===== src/rtl/xgmii_frame_gen.sv =====
// XGMII 64-bit Ethernet frame generator: programmable length, gap, count and headers, sequence-numbered frames.
// Optional macro XGMII_GEN_FCS_EN replaces the zero FCS with a real CRC-32; without it no CRC logic is built.
//
// state | meaning
// IDLE  | idle words; wait for tx_enable (re-armed only after it has been low)
// START | start word 0xFB + preamble/SFD
// DATA  | header, sequence number, payload, FCS; short last word carries 0xFD
// TERM  | stand-alone terminate word when the frame length is a multiple of 8
// GAP   | inter_frame_gap idle words
module xgmii_frame_gen #(
    parameter int MIN_FRAME_LEN = 64,
    parameter int MAX_FRAME_LEN = 1518,
    parameter int COUNT_W       = 32,
    parameter int PAYLOAD_MODE  = 0
) (
    input  logic               sys_clk,
    input  logic               sys_rst,
    input  logic               tx_enable,
    input  logic [15:0]        frame_len,
    input  logic [31:0]        inter_frame_gap,
    input  logic [COUNT_W-1:0] frame_count,
    input  logic [47:0]        dst_mac,
    input  logic [47:0]        src_mac,
    input  logic [15:0]        ethertype,
    output logic [63:0]        xgmii_txd,
    output logic [7:0]         xgmii_txc,
    output logic               busy,
    output logic [COUNT_W-1:0] tx_frames,
    output logic               tx_done
);
    localparam logic [63:0] IDLE_WORD  = 64'h0707070707070707;
    localparam logic [63:0] START_WORD = 64'hD5555555555555FB;
    localparam logic [63:0] TERM_WORD  = 64'h07070707070707FD;
    localparam logic [15:0] LEN_MIN    = 16'(MIN_FRAME_LEN);
    localparam logic [15:0] LEN_MAX    = 16'(MAX_FRAME_LEN);

    typedef enum logic [2:0] {S_IDLE, S_START, S_DATA, S_TERM, S_GAP} state_t;
    state_t state, state_nxt, after_term;

    logic [15:0]        len_q, rem_q, len_clamped, base, type_q;
    logic [31:0]        gap_q, gap_cnt, seq_q;
    logic [COUNT_W-1:0] fc_q, run_cnt, tx_frames_q;
    logic [47:0]        dst_q, src_q;
    logic [143:0]       hdr;
    logic               lock_q, last_word, term_evt, run_end, tx_done_q;
    logic [2:0]         tail;
    logic [63:0]        data_raw, data_word, txd_nxt, txd_q;
    logic [7:0]         txc_nxt, txc_q;

    assign len_clamped = (frame_len < LEN_MIN) ? LEN_MIN :
                         (frame_len > LEN_MAX) ? LEN_MAX : frame_len;
    // rem_q counts the bytes still to send in this frame, down to the last word
    assign last_word  = rem_q <= 16'd8;
    assign tail       = rem_q[2:0];
    assign term_evt   = (state == S_DATA && last_word && tail != 3'd0) || state == S_TERM;
    assign run_end    = term_evt && fc_q != '0 && (run_cnt + COUNT_W'(1)) == fc_q;
    assign after_term = run_end ? S_IDLE :
                        (gap_q != 32'd0) ? S_GAP :
                        (tx_enable ? S_START : S_IDLE);

    always_ff @(posedge sys_clk or negedge sys_rst) begin
        if (!sys_rst) state <= S_IDLE;
        else          state <= state_nxt;
    end

    always_comb begin
        state_nxt = state;
        case (state)
            S_IDLE:  if (tx_enable && !lock_q) state_nxt = S_START;
            S_START: state_nxt = S_DATA;
            S_DATA:  if (last_word) state_nxt = (tail == 3'd0) ? S_TERM : after_term;
            S_TERM:  state_nxt = after_term;
            S_GAP:   if (gap_cnt == 32'd1) state_nxt = tx_enable ? S_START : S_IDLE;
            default: state_nxt = S_IDLE;
        endcase
    end

    always_ff @(posedge sys_clk or negedge sys_rst) begin
        if (!sys_rst) begin
            len_q       <= LEN_MIN;
            gap_q       <= '0;
            dst_q       <= '0;
            src_q       <= '0;
            type_q      <= '0;
            fc_q        <= '0;
            run_cnt     <= '0;
            rem_q       <= '0;
            gap_cnt     <= '0;
            seq_q       <= '0;
            tx_frames_q <= '0;
            lock_q      <= 1'b0;
        end else begin
            if (state_nxt == S_START) begin
                len_q  <= len_clamped;
                gap_q  <= inter_frame_gap;
                dst_q  <= dst_mac;
                src_q  <= src_mac;
                type_q <= ethertype;
            end
            if (state == S_IDLE && state_nxt == S_START) begin
                fc_q    <= frame_count;
                run_cnt <= '0;
            end else if (term_evt) begin
                run_cnt <= run_cnt + COUNT_W'(1);
            end
            if (state == S_START)     rem_q <= len_q;
            else if (state == S_DATA) rem_q <= rem_q - 16'd8;
            if (term_evt) begin
                seq_q       <= seq_q + 32'd1;
                tx_frames_q <= tx_frames_q + COUNT_W'(1);
                gap_cnt     <= gap_q;
            end else if (state == S_GAP) begin
                gap_cnt <= gap_cnt - 32'd1;
            end
            if (run_end)         lock_q <= 1'b1;
            else if (!tx_enable) lock_q <= 1'b0;
        end
    end

    assign base = len_q - rem_q;
    assign hdr  = {dst_q, src_q, type_q, seq_q};

    always_comb begin
        logic [15:0] b;
        data_raw = '0;
        for (int i = 0; i < 8; i++) begin
            b = base + 16'(i);
            if (b < 16'd18)
                data_raw[8*i +: 8] = 8'(hdr >> (8'd136 - {b[4:0], 3'b000}));
            else if (b < len_q - 16'd4)
                data_raw[8*i +: 8] = (PAYLOAD_MODE == 0) ? 8'(b - 16'd18) : 8'h00;
        end
    end

`ifdef XGMII_GEN_FCS_EN
    logic [31:0] crc_q, crc_word, fcs;

    function automatic logic [31:0] crc32_byte(input logic [31:0] c, input logic [7:0] d);
        logic [31:0] x;
        x = c ^ {24'h0, d};
        for (int n = 0; n < 8; n++)
            x = x[0] ? ((x >> 1) ^ 32'hEDB88320) : (x >> 1);
        return x;
    endfunction

    // FCS lanes may share a word with the last data bytes, so they use the updated CRC
    always_comb begin
        logic [15:0] b;
        logic [1:0]  j;
        crc_word  = crc_q;
        data_word = data_raw;
        for (int i = 0; i < 8; i++) begin
            b = base + 16'(i);
            if (state == S_DATA && b < len_q - 16'd4)
                crc_word = crc32_byte(crc_word, data_raw[8*i +: 8]);
        end
        fcs = ~crc_word;
        for (int i = 0; i < 8; i++) begin
            b = base + 16'(i);
            j = 2'(b - (len_q - 16'd4));
            if (b >= len_q - 16'd4 && b < len_q)
                data_word[8*i +: 8] = 8'(fcs >> {j, 3'b000});
        end
    end

    always_ff @(posedge sys_clk or negedge sys_rst) begin
        if (!sys_rst)             crc_q <= 32'hFFFFFFFF;
        else if (state == S_START) crc_q <= 32'hFFFFFFFF;
        else if (state == S_DATA)  crc_q <= crc_word;
    end
`else
    assign data_word = data_raw;
`endif

    always_comb begin
        txd_nxt = IDLE_WORD;
        txc_nxt = 8'hFF;
        case (state)
            S_START: begin
                txd_nxt = START_WORD;
                txc_nxt = 8'h01;
            end
            S_DATA: begin
                txd_nxt = data_word;
                txc_nxt = 8'h00;
                if (last_word && tail != 3'd0) begin
                    for (int i = 0; i < 8; i++) begin
                        if (3'(i) == tail)     txd_nxt[8*i +: 8] = 8'hFD;
                        else if (3'(i) > tail) txd_nxt[8*i +: 8] = 8'h07;
                    end
                    txc_nxt = 8'hFF << tail;
                end
            end
            S_TERM: begin
                txd_nxt = TERM_WORD;
                txc_nxt = 8'hFF;
            end
            default: ;
        endcase
    end

    always_ff @(posedge sys_clk or negedge sys_rst) begin
        if (!sys_rst) begin
            txd_q     <= IDLE_WORD;
            txc_q     <= 8'hFF;
            tx_done_q <= 1'b0;
        end else begin
            txd_q     <= txd_nxt;
            txc_q     <= txc_nxt;
            tx_done_q <= run_end;
        end
    end

    assign xgmii_txd = txd_q;
    assign xgmii_txc = txc_q;
    assign tx_done   = tx_done_q;
    assign tx_frames = tx_frames_q;
    assign busy      = (state != S_IDLE);

endmodule

===== config.mk =====
export PLATFORM = sky130hd
export DESIGN_NAME = xgmii_frame_gen
export DESIGN_NICKNAME = d
export VERILOG_FILES = /design/src/rtl/xgmii_frame_gen.sv
export SDC_FILE = /design/constraint.sdc
export NUM_CORES = 1
export LEC_CHECK = 0
export BUFFER_PORTS_ARGS = -buffer_cell sky130_fd_sc_hd__buf_4
export CAP_MARGIN = 20
export CORE_ASPECT_RATIO = 0.7
export CORE_MARGIN = 3
export CORE_UTILIZATION = 51
export CTS_CLUSTER_SIZE = 14
export DETAILED_ROUTE_END_ITERATION = 8
export PLACE_DENSITY = 0.77
export SLEW_MARGIN = 15
export SYNTH_ARGS = -nofsm -noshare
export SYNTH_HDL_FRONTEND = slang
export SYNTH_SLANG_ARGS = --single-unit

===== constraint.sdc =====
create_clock -name sys_clk -period 11.3 [get_ports sys_clk]
set_input_delay 1.13 -clock sys_clk [delete_from_list [all_inputs] [get_ports sys_clk]]
set_output_delay 1.13 -clock sys_clk [all_outputs]
set_load 0.01 [all_outputs]

==> impl_metrics.py <==
metrics = {
    "cells_and_area": {
        "fin_nets": 3667,
        "layout-drive-gt1-share_pct": 27.0,
        "area_delta_synth_final_pct": 13.6,
        "fill_cells": 5117,
    },
    "global_route": {
        "grt_start_max_net_pins": 86,
        "grt_pass1_vias": 26353,
        "track_usage_pct": 33.3,
        "grt_overflow_total": 0,
        "grt_antenna_before_repair": 6,
        "grt_pass1_wl_mm": 167,
    },
    "detailed_routing": {
        "via_per_inst": 6.69,
        "wl_per_cell_um": 27.0,
        "ant_nets": 0,
        "vias": 27851,
        "drc_errors": 0,
        "drtPass1Iterations": 9,
        "wl_mm": 112,
        "initialDrtViolationCount": 4387,
    },
    "floorplanning": {
        "rows": 76,
        "fp.dieH_um": 216,
        "die_w_um": 306,
        "initial_core_util_pct": 51.8,
        "core_area_um2": 61900,
        "pin_count": 301,
        "die-area_um2": 66000,
    },
    "logic_synthesis": {
        "ys_seq_elements": 413,
        "ys_top_cells_by_area": "dfrtp_1 (30%), mux4_2 (13%), ha_1 (6.3%)",
        "yosys.area.top_type_share_pct": 29.7,
        "synthesis.area_um2": 32100,
        "async_flop_share_pct": 100,
        "synth_ff_type": "dfrtp_1",
        "syn_nets": 3437,
        "synth_edf_count": 0,
        "ys_warn_count": 0,
        "ys_seq_area_share_pct": 32.4,
        "synth_area_leader_cell": "dfrtp_1",
        "ys_types": 117,
        "avgSynthCellArea_um2": 10.4,
        "synth_cells": 3079,
    },
    "timing": {
        "drv_slew": 0,
        "relSlewSlack_pct": 13.8,
        "rsz0062_at_grt": "false",
        "finalCritPeriodShare_pct": 58.3,
        "hold_viol_final": 0,
        "tns_ns": 0,
        "fmax_mhz": 152,
        "setup_viol": 0,
        "fin_worst_skew_ns": 0.0318,
        "worstMarginPinSlew_ns": 1.29,
        "final.min_clock_period_ns": 6.59,
    },
    "clock_tree": {
        "clock_sinks": 413,
        "clk_latency_ns": 0.61,
        "cts_setup_buffers": 0,
        "cts_buffers": 41,
        "clockBufferDepth": 3,
        "clockRootBuffer": "clkbuf_16",
        "clkSlewWorstSetupHoldPaths_ns": 0.06,
        "cts_tree": "built",
        "ctsHoldBuffers": 0,
        "h-tree-depth": 2,
        "ctsResizeCount": 0,
    },
    "worst_setup_path": {
        "r2r-start": "rem_q[1]$_DFFE_PN0P_",
        "crit_path_max_fanout": 16,
        "endpoint_kind": "flop",
        "critPathKind": "reg -> reg",
        "arrival_ns": 7.10,
        "rr_worst_depth": 21,
        "start_kind": "flop",
        "required_ns": 11.81,
        "r2r_slack_ns": 4.71,
        "r2r-end": "xgmii_txd[25]$_DFF_PN1_",
    },
    "placed_design": {
        "dpl.hpwl_mm": 87.0,
        "port_buffers": 300,
        "place.gp.congestion": 1.05,
    },
    "outcome": {
        "status": "finished, final reports clean",
    },
    "hold_path": {
        "hp-class": "in -> async",
    },
    "run": {
        "max-cap-violations": 0,
    },
}
==> critical path, stage by stage (launching register included) <==
cell and delay (ns):
dfrtp_1 0.62, inv_1 0.25, ha_1 0.34, nor2b_1 0.39, o22ai_4 0.25, xnor2_2 0.20
ha_1 0.70, nor2b_1 0.37, and3_4 0.27, nand3_1 0.08, nor3_1 0.53, a21oi_1 0.20
nor2b_1 0.30, inv_1 0.20, ha_1 0.32, and3_1 0.20, a221o_1 0.29, a21oi_1 0.18
o21ai_0 0.17, nand2_1 0.24, a21oi_1 0.11, a211oi_1 0.28
==> kinds of logic after synthesis <==
family	synth area share [%]
DFF	32.4
AOI/OAI and AO/OA	12.2
muxes	20.6
buffers and inverters	3.51
and+or+nand+nor	17.0
adders and majority gates	6.38
xor gates and xnor gates	7.95
==> per-stage QoR <==
| stage | area (µm²) | hold slack [ns] | setup slack (ns) | std cells | util, % |
|---|---|---|---|---|---|
| 2_1_floorplan | 32100 | 0.466 | 5.95 | 3079 | - |
| 3_3_place_gp | 35000 | 0.463 | 4.96 | 4083 | 56.5 |
| 3_5_place_dp | 35000 | 0.488 | 4.92 | 4083 | 56.5 |
| 4_1_cts | 36400 | 0.499 | 4.90 | 4156 | 58.8 |
| 5_1_grt | 36400 | 0.513 | 4.29 | 4158 | 58.9 |
| 6_report | 36400 | 0.493 | 4.71 | 4161 | 58.9 |
==> layout by cell type, fill, tap and decap left out, types with 18 or more instances in the layout <==
cell	synthesis	final
o31ai_1	18	18
o21a_1	24	24
nand2_1	241	241
xnor2_1	198	196
a31oi_1	19	19
and3_1	37	37
nor4_1	77	77
ha_1	162	160
inv_1	75	75
and4_1	18	18
o21ai_0	88	88
o211ai_1	53	53
nand4_1	75	75
mux2i_1	28	28
mux2_2	161	161
dfstp_2	33	33
dfrtp_1	380	380
and2_1	28	28
a22oi_1	34	34
buf_4	17	347
mux2_1	33	33
a21o_1	32	31
nor3_1	78	76
nor2b_1	19	19
nand2b_1	21	21
clkbuf_16	0	41
mux4_2	184	184
nor2_1	202	201
or3_1	26	26
nand3_1	104	104
xor2_1	67	67
a21oi_1	103	103
==> flip-flops by register name, indices dropped and copies added (netlist names) <==
signal,count
state,3
lock_q,1
seq_q,32
gap_q,32
gap_cnt,32
dst_q,48
xgmii_txc,8
tx_done,1
tx_frames,32
src_q,48
len_q,16
type_q,16
rem_q,16
fc_q,32
xgmii_txd,64
run_cnt,32
==> cells in the mapped netlist, types with 37 or more instances <==
library cell,instances
inv_1,75
o211ai_1,53
ha_1,162
dfrtp_1,380
and3_1,37
nor4_1,77
nand4_1,75
mux2_2,161
xnor2_1,198
clkbuf_1,76
nand3_1,104
xor2_1,67
mux4_2,184
o21ai_0,88
nor3_1,78
a21oi_1,103
nand2_1,241
nor2_1,202
==> layout make-up <==
type	instances	area, µm²	area share [%]
Timing Repair Buffer	349	2630	7.22
Multi-Input combinational cell	2418	20700	56.7
Inverter	86	340	0.934
Tap cell	819	1020	2.81
Sequential cell	413	10400	28.5
Clock buffer	56	1150	3.16
Clock inverter	17	260	0.714
Antenna cell	3	7.51	0.0206
==> metal layers <==
| layer | vias up | global-route usage, % | routed length, µm |
|---|---|---|---|
| li1 | 12178 | - | - |
| met3 | 210 | 14.4 | 17300 |
| met2 | 1747 | 45.7 | 45500 |
| met4 | 6 | 8.72 | 3080 |
| met1 | 13710 | 47.9 | 46400 |
| met5 | - | 0 | 41 |
==> worst max path at each step <==
stage,start,to,slack [ns],cells after the start
floorplan,rem_q[1]$_DFFE_PN0P_,xgmii_txd[25]$_DFF_PN1_,5.95,24
global placement,rem_q[1]$_DFFE_PN0P_,xgmii_txd[25]$_DFF_PN1_,4.96,21
CTS,rem_q[2]$_DFFE_PN0P_,xgmii_txd[41]$_DFF_PN1_,4.90,19
detailed placement,rem_q[2]$_DFFE_PN0P_,xgmii_txd[41]$_DFF_PN1_,4.92,19
finish,rem_q[1]$_DFFE_PN0P_,xgmii_txd[25]$_DFF_PN1_,4.71,21
global route,rem_q[1]$_DFFE_PN0P_,xgmii_txd[25]$_DFF_PN1_,4.29,21
Power is not shown: default switching activity piles up to over one toggle a cycle in this logic, so the estimate is an artifact.
